==> src/rtl/canvas_painter_if.sv <==
`default_nettype none
// ============================================================================
//  Module      : canvas_painter_if
//  Description : VRAM write port and VGA overlay path of the canvas painter.
//                The master side is the painter, the slave side is the
//                VRAM / VGA pixel pipeline.
//  Revision    : 1.0 - initial release
// ============================================================================
interface canvas_painter_if #(
  parameter int XW = 8,
  parameter int YW = 8,
  parameter int CW = 12
);

  // VRAM write port
  logic                 vram_we;
  logic [XW+YW-1:0]     vram_wa;
  logic [CW-1:0]        vram_wd;

  // VGA overlay path
  logic                 pix_en;
  logic [XW-1:0]        pix_x;
  logic [YW-1:0]        pix_y;
  logic [CW-1:0]        vram_rd;
  logic [CW-1:0]        pix_rgb;

  modport master (
    output vram_we,
    output vram_wa,
    output vram_wd,
    output pix_rgb,
    input  pix_en,
    input  pix_x,
    input  pix_y,
    input  vram_rd
  );

  modport slave (
    input  vram_we,
    input  vram_wa,
    input  vram_wd,
    input  pix_rgb,
    output pix_en,
    output pix_x,
    output pix_y,
    output vram_rd
  );

endinterface
`default_nettype wire

==> src/rtl/canvas_painter.sv <==
`default_nettype none
// ============================================================================
//  Module      : canvas_painter
//  Description : Cursor control with button auto-repeat, square brush
//                stamping and full-canvas clear for a VRAM-backed canvas,
//                plus the combinational cursor overlay for the VGA path.
//  Revision    : 1.0 - initial release
// ============================================================================
module canvas_painter #(
  parameter int XW     = 8,
  parameter int YW     = 8,
  parameter int CW     = 12,
  parameter int BW     = 3,
  parameter int HOLD   = 50_000_000,
  parameter int REPEAT = 4_000_000
) (
  input  logic             clk,
  input  logic             rst,
  input  logic             btn_l_i,
  input  logic             btn_u_i,
  input  logic             btn_r_i,
  input  logic             btn_d_i,
  input  logic             draw_i,
  input  logic             clear_i,
  input  logic [CW-1:0]    color_i,
  input  logic [BW-1:0]    brush_i,
  output logic [XW-1:0]    cur_x_o,
  output logic [YW-1:0]    cur_y_o,
  output logic             busy_o,
  canvas_painter_if.master bus
);

  // --------------------------------------------------------------------------
  // Constants
  // --------------------------------------------------------------------------
  // Button counter only needs to reach the end of the first repeat window;
  // it then folds back to HOLD so pulses keep coming forever.
  localparam int c_cnt_w = $clog2(HOLD + REPEAT + 1);
  localparam logic [c_cnt_w-1:0] c_cnt_one  = c_cnt_w'(1);
  localparam logic [c_cnt_w-1:0] c_cnt_hold = c_cnt_w'(HOLD);
  localparam logic [c_cnt_w-1:0] c_cnt_wrap = c_cnt_w'(HOLD + REPEAT - 1);

  // Stamp target sums carry one extra bit so overflow past the canvas edge
  // is visible as a non-zero upper slice.
  localparam int c_sx_w = ((XW > BW) ? XW : BW) + 1;
  localparam int c_sy_w = ((YW > BW) ? YW : BW) + 1;

  localparam logic [XW-1:0] c_x_home = XW'((2 ** (XW - 1)) - 1);
  localparam logic [YW-1:0] c_y_home = YW'((2 ** (YW - 1)) - 1);
  localparam logic [XW-1:0] c_x_max  = '1;
  localparam logic [YW-1:0] c_y_max  = '1;

  typedef enum logic [1:0] {
    S_IDLE  = 2'd0,
    S_STAMP = 2'd1,
    S_CLEAR = 2'd2
  } state_t;

  // --------------------------------------------------------------------------
  // Button auto-repeat: one counter per button, bit order {l, u, r, d}
  // --------------------------------------------------------------------------
  logic [3:0] w_btn;
  logic [3:0] w_pulse;

  assign w_btn = {btn_l_i, btn_u_i, btn_r_i, btn_d_i};

  for (genvar gi = 0; gi < 4; gi++) begin : g_btn
    logic [c_cnt_w-1:0] cnt_q;
    logic [c_cnt_w-1:0] cnt_d;

    // Count held cycles; fold the repeat window back onto HOLD.
    always_comb begin
      cnt_d = '0;
      if (w_btn[gi]) begin
        if (cnt_q == c_cnt_wrap) begin
          cnt_d = c_cnt_hold;
        end else begin
          cnt_d = cnt_q + c_cnt_one;
        end
      end
    end

    // Counter register.
    always_ff @(posedge clk) begin
      if (rst) begin
        cnt_q <= '0;
      end else begin
        cnt_q <= cnt_d;
      end
    end

    // First-press pulse, then one pulse per repeat period after HOLD.
    assign w_pulse[gi] = (cnt_q == c_cnt_one) || (cnt_q == c_cnt_hold);
  end

  // --------------------------------------------------------------------------
  // Painter state
  // --------------------------------------------------------------------------
  state_t              state_q,  state_d;
  logic [XW-1:0]       cur_x_q,  cur_x_d;
  logic [YW-1:0]       cur_y_q,  cur_y_d;
  logic [XW-1:0]       x0_q,     x0_d;
  logic [YW-1:0]       y0_q,     y0_d;
  logic [BW-1:0]       size_q,   size_d;
  logic [BW-1:0]       dx_q,     dx_d;
  logic [BW-1:0]       dy_q,     dy_d;
  logic [CW-1:0]       col_q,    col_d;
  logic [XW+YW-1:0]    clr_a_q,  clr_a_d;
  logic                we_q,     we_d;
  logic [XW+YW-1:0]    wa_q,     wa_d;
  logic [CW-1:0]       wd_q,     wd_d;

  // Current stamp pixel and whether it falls inside the canvas.
  logic [c_sx_w-1:0]   w_sx;
  logic [c_sy_w-1:0]   w_sy;
  logic                w_in_canvas;
  logic                w_dx_last;
  logic                w_dy_last;

  assign w_sx        = c_sx_w'(x0_q) + c_sx_w'(dx_q);
  assign w_sy        = c_sy_w'(y0_q) + c_sy_w'(dy_q);
  assign w_in_canvas = (w_sx[c_sx_w-1:XW] == '0) && (w_sy[c_sy_w-1:YW] == '0);
  assign w_dx_last   = (dx_q == size_q - BW'(1));
  assign w_dy_last   = (dy_q == size_q - BW'(1));

  // Next-state, cursor movement and write-port generation.
  always_comb begin
    state_d = state_q;
    cur_x_d = cur_x_q;
    cur_y_d = cur_y_q;
    x0_d    = x0_q;
    y0_d    = y0_q;
    size_d  = size_q;
    dx_d    = dx_q;
    dy_d    = dy_q;
    col_d   = col_q;
    clr_a_d = clr_a_q;
    we_d    = 1'b0;
    wa_d    = wa_q;
    wd_d    = wd_q;

    case (state_q)
      S_IDLE: begin
        // Left beats right and up beats down; a losing pulse is dropped
        // even if the winner is blocked by the canvas edge.
        if (w_pulse[3]) begin
          if (cur_x_q != '0) cur_x_d = cur_x_q - XW'(1);
        end else if (w_pulse[1]) begin
          if (cur_x_q != c_x_max) cur_x_d = cur_x_q + XW'(1);
        end
        if (w_pulse[2]) begin
          if (cur_y_q != '0) cur_y_d = cur_y_q - YW'(1);
        end else if (w_pulse[0]) begin
          if (cur_y_q != c_y_max) cur_y_d = cur_y_q + YW'(1);
        end

        if (clear_i) begin
          col_d   = color_i;
          clr_a_d = '0;
          state_d = S_CLEAR;
        end else if (draw_i) begin
          x0_d    = cur_x_q;
          y0_d    = cur_y_q;
          size_d  = (brush_i == '0) ? BW'(1) : brush_i;
          col_d   = color_i;
          dx_d    = '0;
          dy_d    = '0;
          state_d = S_STAMP;
        end
      end

      S_STAMP: begin
        // Clipped pixels still take their cycle so a stamp is always
        // size*size cycles long.
        if (w_in_canvas) begin
          we_d = 1'b1;
          wa_d = {w_sx[XW-1:0], w_sy[YW-1:0]};
          wd_d = col_q;
        end
        if (w_dx_last) begin
          dx_d = '0;
          if (w_dy_last) begin
            state_d = S_IDLE;
          end else begin
            dy_d = dy_q + BW'(1);
          end
        end else begin
          dx_d = dx_q + BW'(1);
        end
      end

      S_CLEAR: begin
        we_d    = 1'b1;
        wa_d    = clr_a_q;
        wd_d    = col_q;
        clr_a_d = clr_a_q + (XW+YW)'(1);
        if (clr_a_q == '1) begin
          state_d = S_IDLE;
        end
      end

      default: begin
        state_d = S_IDLE;
      end
    endcase
  end

  // State, cursor and write-port registers; reset aborts any operation.
  always_ff @(posedge clk) begin
    if (rst) begin
      state_q <= S_IDLE;
      cur_x_q <= c_x_home;
      cur_y_q <= c_y_home;
      x0_q    <= '0;
      y0_q    <= '0;
      size_q  <= BW'(1);
      dx_q    <= '0;
      dy_q    <= '0;
      col_q   <= '0;
      clr_a_q <= '0;
      we_q    <= 1'b0;
      wa_q    <= '0;
      wd_q    <= '0;
    end else begin
      state_q <= state_d;
      cur_x_q <= cur_x_d;
      cur_y_q <= cur_y_d;
      x0_q    <= x0_d;
      y0_q    <= y0_d;
      size_q  <= size_d;
      dx_q    <= dx_d;
      dy_q    <= dy_d;
      col_q   <= col_d;
      clr_a_q <= clr_a_d;
      we_q    <= we_d;
      wa_q    <= wa_d;
      wd_q    <= wd_d;
    end
  end

  assign cur_x_o     = cur_x_q;
  assign cur_y_o     = cur_y_q;
  assign busy_o      = (state_q != S_IDLE);
  assign bus.vram_we = we_q;
  assign bus.vram_wa = wa_q;
  assign bus.vram_wd = wd_q;

  // Cursor overlay: blank outside the canvas, white under the cursor.
  always_comb begin
    bus.pix_rgb = '0;
    if (bus.pix_en) begin
      if ((bus.pix_x == cur_x_q) && (bus.pix_y == cur_y_q)) begin
        bus.pix_rgb = '1;
      end else begin
        bus.pix_rgb = bus.vram_rd;
      end
    end
  end

endmodule
`default_nettype wire

==> src/flat_wrapper.sv <==
// flat-port wrapper written by rule: the top's interface ports become plain ports
module canvas_painter_flat 
#(
  parameter int XW     = 8,
  parameter int YW     = 8,
  parameter int CW     = 12,
  parameter int BW     = 3,
  parameter int HOLD   = 50_000_000,
  parameter int REPEAT = 4_000_000
)
  (clk, rst, btn_l_i, btn_u_i, btn_r_i, btn_d_i, draw_i, clear_i, color_i, brush_i, cur_x_o, cur_y_o, busy_o, bus_vram_we, bus_vram_wa, bus_vram_wd, bus_pix_rgb, bus_pix_en, bus_pix_x, bus_pix_y, bus_vram_rd);
  canvas_painter_if #(.XW(XW), .YW(YW), .CW(CW)) bus_i ();
  input  logic clk;
  input  logic rst;
  input  logic btn_l_i;
  input  logic btn_u_i;
  input  logic btn_r_i;
  input  logic btn_d_i;
  input  logic draw_i;
  input  logic clear_i;
  input  logic [CW-1:0] color_i;
  input  logic [BW-1:0] brush_i;
  output logic [XW-1:0] cur_x_o;
  output logic [YW-1:0] cur_y_o;
  output logic busy_o;
  output wire logic [$bits(bus_i.vram_we)-1:0] bus_vram_we;
  output wire logic [$bits(bus_i.vram_wa)-1:0] bus_vram_wa;
  output wire logic [$bits(bus_i.vram_wd)-1:0] bus_vram_wd;
  output wire logic [$bits(bus_i.pix_rgb)-1:0] bus_pix_rgb;
  input wire logic [$bits(bus_i.pix_en)-1:0] bus_pix_en;
  input wire logic [$bits(bus_i.pix_x)-1:0] bus_pix_x;
  input wire logic [$bits(bus_i.pix_y)-1:0] bus_pix_y;
  input wire logic [$bits(bus_i.vram_rd)-1:0] bus_vram_rd;
  assign bus_vram_we = bus_i.vram_we;
  assign bus_vram_wa = bus_i.vram_wa;
  assign bus_vram_wd = bus_i.vram_wd;
  assign bus_pix_rgb = bus_i.pix_rgb;
  assign bus_i.pix_en = bus_pix_en;
  assign bus_i.pix_x = bus_pix_x;
  assign bus_i.pix_y = bus_pix_y;
  assign bus_i.vram_rd = bus_vram_rd;
  canvas_painter #(.XW(XW), .YW(YW), .CW(CW), .BW(BW), .HOLD(HOLD), .REPEAT(REPEAT)) u_core (.clk(clk), .rst(rst), .btn_l_i(btn_l_i), .btn_u_i(btn_u_i), .btn_r_i(btn_r_i), .btn_d_i(btn_d_i), .draw_i(draw_i), .clear_i(clear_i), .color_i(color_i), .brush_i(brush_i), .cur_x_o(cur_x_o), .cur_y_o(cur_y_o), .busy_o(busy_o), .bus(bus_i));
endmodule
==> config.mk <==
export PLATFORM = sky130hd
export DESIGN_NAME = canvas_painter_flat
export DESIGN_NICKNAME = d
export VERILOG_FILES = /design/src/rtl/canvas_painter_if.sv /design/src/rtl/canvas_painter.sv /design/src/flat_wrapper.sv
export SDC_FILE = /design/constraint.sdc
export NUM_CORES = 1
export LEC_CHECK = 0
export ABC_CLOCK_PERIOD_IN_PS = 3600
export CAP_MARGIN = 40
export CORE_ASPECT_RATIO = 1.4
export CORE_UTILIZATION = 45
export CTS_BUF_LIST = sky130_fd_sc_hd__clkbuf_16
export DETAILED_ROUTE_END_ITERATION = 10
export DONT_BUFFER_PORTS = 1
export PLACE_DENSITY = 0.68
export SYNTH_ARGS = -nofsm -noshare
export SYNTH_HDL_FRONTEND = slang
export SYNTH_SLANG_ARGS = --single-unit
==> constraint.sdc <==
create_clock -name clk -period 3.6 [get_ports clk]
set_input_delay 0.72 -clock clk [delete_from_list [all_inputs] [get_ports clk]]
set_output_delay 0.72 -clock clk [all_outputs]
set_load 0.01 [all_outputs]
==> results.md <==
- The post-CTS repair timing setup buffer count is 0.
- The share of flip-flops with an asynchronous set or reset is 0%.
- The share of synthesized area occupied by flip-flops and latches is 39.90%.
- The post-cts sizing count is 0.
- The placed standard-cell area is 0.01056 mm^2.
- The region available for standard cell placement spans 0.02210 mm^2.
- The required time of the worst setup path is 4.03 ns.
- The most used standard cell by instance count after synthesis is sky130_fd_sc_hd__dfxtp_1.
- The number of hold violations in the final report is 0.
- The fraction of the cycle the final worst path needs is 86.79%.
- The run finished with clean final reports.
- In this run the most critical hold path is launched from rst.
- The per-cell routed wire length is 15.50 um.
- Counting along the longest clock path gives a buffer depth of 3.
- The delay contributed by the slowest stage of the critical path is 0.58 ns.
- The cell accounting for the most synthesized area is sky130_fd_sc_hd__dfxtp_1.
- In this run the number of H-tree levels came out at 1.
- In this run the critical register-to-register path is launched from u_core.g_btn[3].cnt_q[13].
- The horizontal extent of the die is 129.5 um.
- The number of iterations in the first detailed-routing pass is 5.
- Yosys mapped the design onto 52 distinct sky130hd cell types.
- The tree built by TritonCTS fans out to 204 sinks.
- The total instance count after detailed placement is 1486.
- The commonest cells after synthesis are sky130_fd_sc_hd__dfxtp_1, sky130_fd_sc_hd__nor2_1, sky130_fd_sc_hd__nand2_1, sky130_fd_sc_hd__xor2_1, sky130_fd_sc_hd__a21oi_1.
- For this run, the leading register cell type out of synthesis is sky130_fd_sc_hd__dfxtp_1.
- In this run the static leakage power is 4.137 nW.
- The register-to-register setup slack is 0.48 ns.
- Once routing completed, OpenROAD measured the worst setup slack at 0.4754 ns.
- The cell sitting at the root of the clock tree is a sky130_fd_sc_hd__clkbuf_16.
- The path class of the tightest hold or removal check is in -> reg.
- The number of buffers added to fix hold violations after cts is 0.
- For this block, the initial DRC count from the detailed router was 447.
- The combined buffer and inverter count along the critical path is 1.
- The routed design has 23.59 mm of wire.
- The number of cell rows is 64.
- Once detailed placement completed, the half-perimeter wirelength came to 17.02 mm.
- For the final routed database, the setup TNS stands at 0 ns.
- The max-slew violation count was 0.
- The time the final worst path needs with I/O delays and setup is 3.125 ns.
- Summed over all layers, the global routing overflow is 0.
- With fillers left out, the area of the finished cells amounts to 0.01119 mm^2.
- The worst supply voltage drop on vdd is 0.3424 mV.
- The via count of the first global-routing pass came to 7777.
- The first global-routing pass estimated 38.49 mm of wire.
- In this run the tool buffered the top-level ports with 0 buffer cells.
- In this run the critical register-to-register path is captured at u_core.cur_x_o[7].
- The mean post-synth cell area is 8.396 um^2.
- The average vias per placed instance is 5.409.
- The data arrival at the endpoint of the critical path is 3.55 ns.
- The count of fill cells added during filler insertion is 2162.
- The via total after detailed routing is 8233.
- The area of the mapped netlist is 0.01023 mm^2.
- The post-synthesis instance total is 1219.
- The kind of launch point of the worst setup path is a flop.
- The final instance count without filler cells is 1522.
- The fraction of post-synthesis cell area in the top cell type by area is 39.90%.
- The number of nets in the synthesized netlist is 1314.
- At the pin with the least slew margin, the transition time is 0.8885 ns.
- The worst setup path is captured at a flop.
- The critical-path maximum fanout is 10.
- The signal on the critical path passes through nand4_1, or4_1, a21o_1, clkinv_1, ha_1, a21oi_1, o211ai_1, o41ai_1, nand2_1, and3b_1, nor3_2.
- Sorting the synthesized cells by area gives the leading types as sky130_fd_sc_hd__dfxtp_1, sky130_fd_sc_hd__xor2_1, sky130_fd_sc_hd__nor2_1.
- The global-route usage over all layers is 20.32%.
- The die covers 0.02336 mm^2.
- The die height is 180.4 um.
- The global placer's final weighted congestion is 0.9215.
- The TritonCTS clock tree is yes.
- Entering global routing, the biggest net connects 98 pins.
- The slowest stage cell on the critical path is sky130_fd_sc_hd__or4_1.
- The synthesized design contains 204 register bits.
- The critical path in this run is classified as reg -> reg.
- The initial antenna violation count was 0.
- The relative area change from synthesis to final layout is 9.303%.
- The number of flops mapped to enable cells by yosys is 0.
- The number of cells on the worst reg-to-reg path is 11.
- After detailed routing, the number of remaining DRC violations is 0.
- At the later pin of the worst-skew pair, clock insertion delay measures 0.51 ns.
- The power per cell area is 490.1 mW/mm^2.
- The achievable clock frequency is 320.0 MHz.
- Across the run, the number of max-cap violations was 0.
- The post-route worst hold slack is 0.3297 ns.
- The gate family responsible for the most delay along the worst path is simple AND/OR/NAND/NOR gates.
- The worst min-delay path endpoint is u_core.y0_q[4].
- The count of warnings emitted by yosys is 0.
- The number of top-level pins is 110.
- The cell depth of the worst min-delay path is 1.
- The worst clock skew is 0.01287 ns.
- Setup repair after global routing left no endpoint under its margin.
- The worst slack at placement is 0.5289 ns.
- The remaining max-slew budget at the tightest pin is 40.31%.
- The clock-pin slew on the worst setup and hold paths is 0.06 ns.
- Once the floorplan was initialized, standard cells occupied 46.31% of the core.
- The count of nets left with antenna violations once routing finished came out at 0.
- The final layout net count is 1308.
- The repair_antennas step left the layout with diodes totalling 0.
- Cells with a size suffix above 1 make up 4.163% of the layout.
- The final setup violation count is 0.
- The CTS buffer count is 22.
[cell type report]
type | instances | area, um^2 | area share, %
multi-input cells | 942 | 5884 | 52.60
repair buffers | 15 | 112.6 | 1.007
clock buffers | 23 | 575.6 | 5.145
clock inverters | 13 | 53.80 | 0.4809
well taps | 297 | 371.6 | 3.322
inverters | 28 | 105.1 | 0.9395
flip-flops and latches | 204 | 4084 | 36.51
[sequential cells by signal, summed over array words and instances, names as in the netlist]
signal              flops
u_core.cur_y_o          8
u_core.dy_q             3
u_core.bus.vram_wa     16
u_core.state_q          2
u_core.col_q           12
u_core.size_q           3
u_core.g_btn.cnt_q    104
u_core.x0_q             8
u_core.bus.vram_we      1
u_core.cur_x_o          8
u_core.bus.vram_wd     12
u_core.y0_q             8
u_core.dx_q             3
u_core.clr_a_q         16
[report_power, final]
group / switching, mW / internal [mW]
Clock: 0.881 / 1.14
Combinational: 0.526 / 0.387
Sequential: 0.178 / 2.37
Total: 1.59 / 3.90
[placed cells by master, fill, tap and decap left out, types with 17 or more instances in the layout]
cell and count:
sky130_fd_sc_hd__clkbuf_16 23, sky130_fd_sc_hd__and3_1 22, sky130_fd_sc_hd__inv_1 32, sky130_fd_sc_hd__nor2_1 186, sky130_fd_sc_hd__a21oi_1 84, sky130_fd_sc_hd__nand2_1 129, sky130_fd_sc_hd__ha_1 39, sky130_fd_sc_hd__nor4_1 17
sky130_fd_sc_hd__xor2_1 91, sky130_fd_sc_hd__nand3_1 51, sky130_fd_sc_hd__mux2i_1 25, sky130_fd_sc_hd__nand4_1 50, sky130_fd_sc_hd__dfxtp_1 204, sky130_fd_sc_hd__xnor2_1 59, sky130_fd_sc_hd__nor3_1 29
[cell families after synthesis]
| group | Yosys count | synth area share (%) |
|---|---|---|
| DFF | 204 | 39.90 |
| adders and majority gates | 43 | 5.550 |
| xor gates and xnor gates | 152 | 13.28 |
| and+or+nand+nor | 567 | 26.89 |
| buffers and inverters | 73 | 2.714 |
| muxes | 26 | 2.555 |
| AOI/OAI and AO/OA | 154 | 9.107 |
[routing by layer]
layer	track usage [%]	wire length [um]	up-vias
met2	36.49	12010	146
met4	4.605	297	0
met1	24.53	10050	3878
li1	-	-	4184
met3	4.068	1237	25
met5	0	0	-
[through the flow]
| step | utilization, % | total power, mW |
|---|---|---|
| floorplan | - | 3.265 |
| global placement | 47.74 | 3.492 |
| detailed placement | 47.77 | 3.516 |
| CTS | 50.62 | 5.545 |
| global route | 50.62 | 5.763 |
| finish | 50.62 | 5.483 |
[how the worst max path moves through the flow]
stage	from	endpoint	slack, ns	depth (start not counted)
global placement	u_core.g_btn[2].cnt_q[0]	u_core.cur_y_o[7]	0.61	13
floorplan	u_core.g_btn[2].cnt_q[0]	u_core.cur_y_o[7]	0.82	13
finish	u_core.g_btn[3].cnt_q[13]	u_core.cur_x_o[7]	0.48	11
CTS	u_core.g_btn[3].cnt_q[12]	u_core.cur_x_o[7]	0.48	11
global route	u_core.g_btn[3].cnt_q[13]	u_core.cur_x_o[7]	0.20	11
detailed placement	u_core.g_btn[2].cnt_q[0]	u_core.cur_y_o[7]	0.53	13
[worst register-to-register path: cells and delay by family (launching register included)]
kind	cells	cell delay, ns
compound gates	4	0.90
fa+ha+maj	1	0.27
buf+inv	1	0.18
flops	1	0.42
simple gates	5	1.29
Power figures use the tool's default switching activity.
==> RTL change, RTL diff (same settings) <==
Re-encode `state_t` (3 states) as one-hot, 3 bits wide.
--- a/src/rtl/canvas_painter.sv
+++ b/src/rtl/canvas_painter.sv
@@ -50,10 +50,10 @@
   localparam logic [XW-1:0] c_x_max  = '1;
   localparam logic [YW-1:0] c_y_max  = '1;
 
-  typedef enum logic [1:0] {
-    S_IDLE  = 2'd0,
-    S_STAMP = 2'd1,
-    S_CLEAR = 2'd2
+  typedef enum logic [2:0] {
+    S_IDLE  = 3'b001,
+    S_STAMP = 3'b010,
+    S_CLEAR = 3'b100
   } state_t;
 
   // --------------------------------------------------------------------------
Behaviour: no difference found for any inputs over 4 cycles, from zero or initial values and one cycle with rst high; so few cycles prove little.
==> RTL change against the unedited design <==
Critical endpoint unchanged. Die area grew 0.18%. Sequential power shrank 3%. Cell area grew 0.14%. Area after synthesis grew 0.18%. Total power shrank 6.0%. Routed wire length grew 1.5%. Setup slack lost 0.050 ns. Sequential cell count grew 1.
==> RTL change: results (changes against the unedited design) <==
| Metric | Value |
|---|---|
| Status | `complete, no violations` |
| Top post-synthesis cells by area | `dfxtp_1 40%, xor2_1 7.4%, nor2_1 6.4%` |
| Clk pin slew, worst setup/hold paths | `0.06 ns (about the same)` |
| Static leakage | `0.004052 uW (-2.1%)` |
| Total Routing Usage GR | `20.81% (+0.49 points)` |
| Critical Path AT | `3.56 ns (about the same)` |
| Reg with most FFs | `u_core.g_btn.cnt_q` |
| Syn_area_per_cell | `8.262 sq um (-1.6%)` |
| PortBufs | `0 (unchanged)` |
| Deepest clock path buffer count | `3 (unchanged)` |
| Total routed wirelength | `23.94 mm (+1.5%)` |
| Max_slew headroom | `44.98% (+4.7 points)` |
| First-pass GRT wire length | `40.11 mm (+4.2%)` |
| Final Skew | `0.008702 ns (-0.004165 ns)` |
| Commonest cells post-synth | `205 x dfxtp_1, 175 x nor2_1, 153 x nand2_1` |
| Asr flop ratio synth | `0% (unchanged)` |
| Top_reg_cell synth | `dfxtp_1` |
| Pin count of the biggest net entering global routing | `87 (-11%)` |
| R2R cell count | `12 (+1)` |
| H-tree Lvls | `1 (unchanged)` |
| Post-CTS setup buffer count | `0 (unchanged)` |
| Initial antenna violation count | `0 (unchanged)` |
| Vias in the first global route | `8,246 (+6.0%)` |
| Detailed Route Iter0 Violations | `432 (-3.4%)` |
| # diodes | `0 (unchanged)` |
| Detailed placement HPWL | `17.20 mm (+1.1%)` |
| CTS root buf | `clkbuf_16` |
| Synth Warn # | `0 (unchanged)` |
| Syn nets | `1,333 (+1.4%)` |
| Crit Path Max Fanout | `9 (-1)` |
| Post-synthesis cell type count | `57 (+9.6%)` |
| TritonRoute pass-1 iters | `5 (unchanged)` |
| Hold Path Stages | `1 (unchanged)` |
| Share of layout cells above drive strength 1 | `4.257% (+0.094 points)` |
| Clock Latency Late Sink | `0.49 ns (-0.02 ns)` |
| Seq/Total Area, Yosys | `40.02% (+0.12 points)` |
| FILL cells | `2,209 (+2.2%)` |
| Post_cts resized | `0 (unchanged)` |
| Peak VDD IR | `0.2849 mV (-17%)` |
| Placed cell area | `10,550 sq um (about the same)` |
| Num CTS Buffers | `21 (-4.5%)` |
| Max reg flops | `104 (unchanged)` |
| Vias per cell | `5.534 (+2.3%)` |
| Placed insts | `1,509 (+1.5%)` |
| Routed wire per std cell | `15.48 um (-0.12%)` |
| Routability congestion estimate | `0.8696 (-5.6%)` |
| Hold Path Class | `primary input to flip-flop` |
| Pre-CTS setup slack | `0.4661 ns (-0.06285 ns)` |
-- RTL change: cell types whose count changed after synthesis, sizes merged, moves of 8 or more --
| cell | unedited run | this run |
|---|---|---|
| nand2 | 129 | 153 |
| and4 | 15 | 7 |
| nand3 | 51 | 72 |
| a211oi | 3 | 12 |
| nor2 | 186 | 175 |
| nor4 | 18 | 29 |
| xnor2 | 59 | 50 |
-- RTL change: worst paths after layout --
path / start / to / slack, ns
worst max-delay path: u_core.g_btn[3].cnt_q[12]$_SDFF_PP0_ / u_core.cur_x_o[7]$_SDFFE_PP0P_ / 0.43
worst min-delay path: rst / u_core.clr_a_q[5]$_SDFFE_PP0P_ / 0.29
worst max register to register: u_core.g_btn[3].cnt_q[12]$_SDFF_PP0_ / u_core.cur_x_o[7]$_SDFFE_PP0P_ / 0.43
worst min register to register: u_core.col_q[10]$_SDFFE_PP0P_ / u_core.col_q[10]$_SDFFE_PP0P_ / 0.45
-- RTL change: layout make-up --
type                       count  area (sq um)  share of cell area (%)
inverter                      30         112.6                   1.005
multi-input combinational    959          5853                   52.24
timing repair buffer          14         105.1                  0.9381
tap                          301         376.6                   3.362
clock buffer                  21         525.5                   4.691
clock inverter                16         126.4                   1.128
sequential                   205          4104                   36.63
-- RTL change: kinds of logic (layout without fill, tap and decap cells) --
family	Yosys count	count (layout)	synth area share (%)
DFF	205	205	40.02
muxes	20	20	1.952
adders and majority gates	40	40	5.174
buffers and inverters	77	81	2.953
xor gates and xnor gates	138	138	11.92
AOI/OAI and AO/OA	183	183	11.03
and+or+nand+nor	578	578	26.94
-- RTL change: critical path, stage by stage, from the launching register on --
cell and delay [ns]:
dfxtp_1 0.44, and3_1 0.21, nand3_1 0.09, or3_1 0.37, a21oi_1 0.14, buf_4 0.18, ha_1 0.23, a21oi_1 0.19
o211ai_1 0.16, o41a_1 0.35, a2111oi_1 0.40, o21ai_0 0.13, nor3b_2 0.17
-- RTL change: routing by layer --
metal	part of all wire, %	vias up	track usage (%)
li1	-	4303	-
met1	41	4044	23.83
met2	51	169	37.88
met3	5.5	40	3.979
met4	2.8	0	6.930
met5	0	-	0
-- RTL change: power by group --
| group | leakage (uW) | internal, uW | switching (uW) |
|---|---|---|---|
| combinational | 0.00208 | 252 | 345 |
| sequential | 0.00166 | 2340 | 129 |
| clock | 0.000309 | 1200 | 884 |
| total | 0.00405 | 3800 | 1360 |
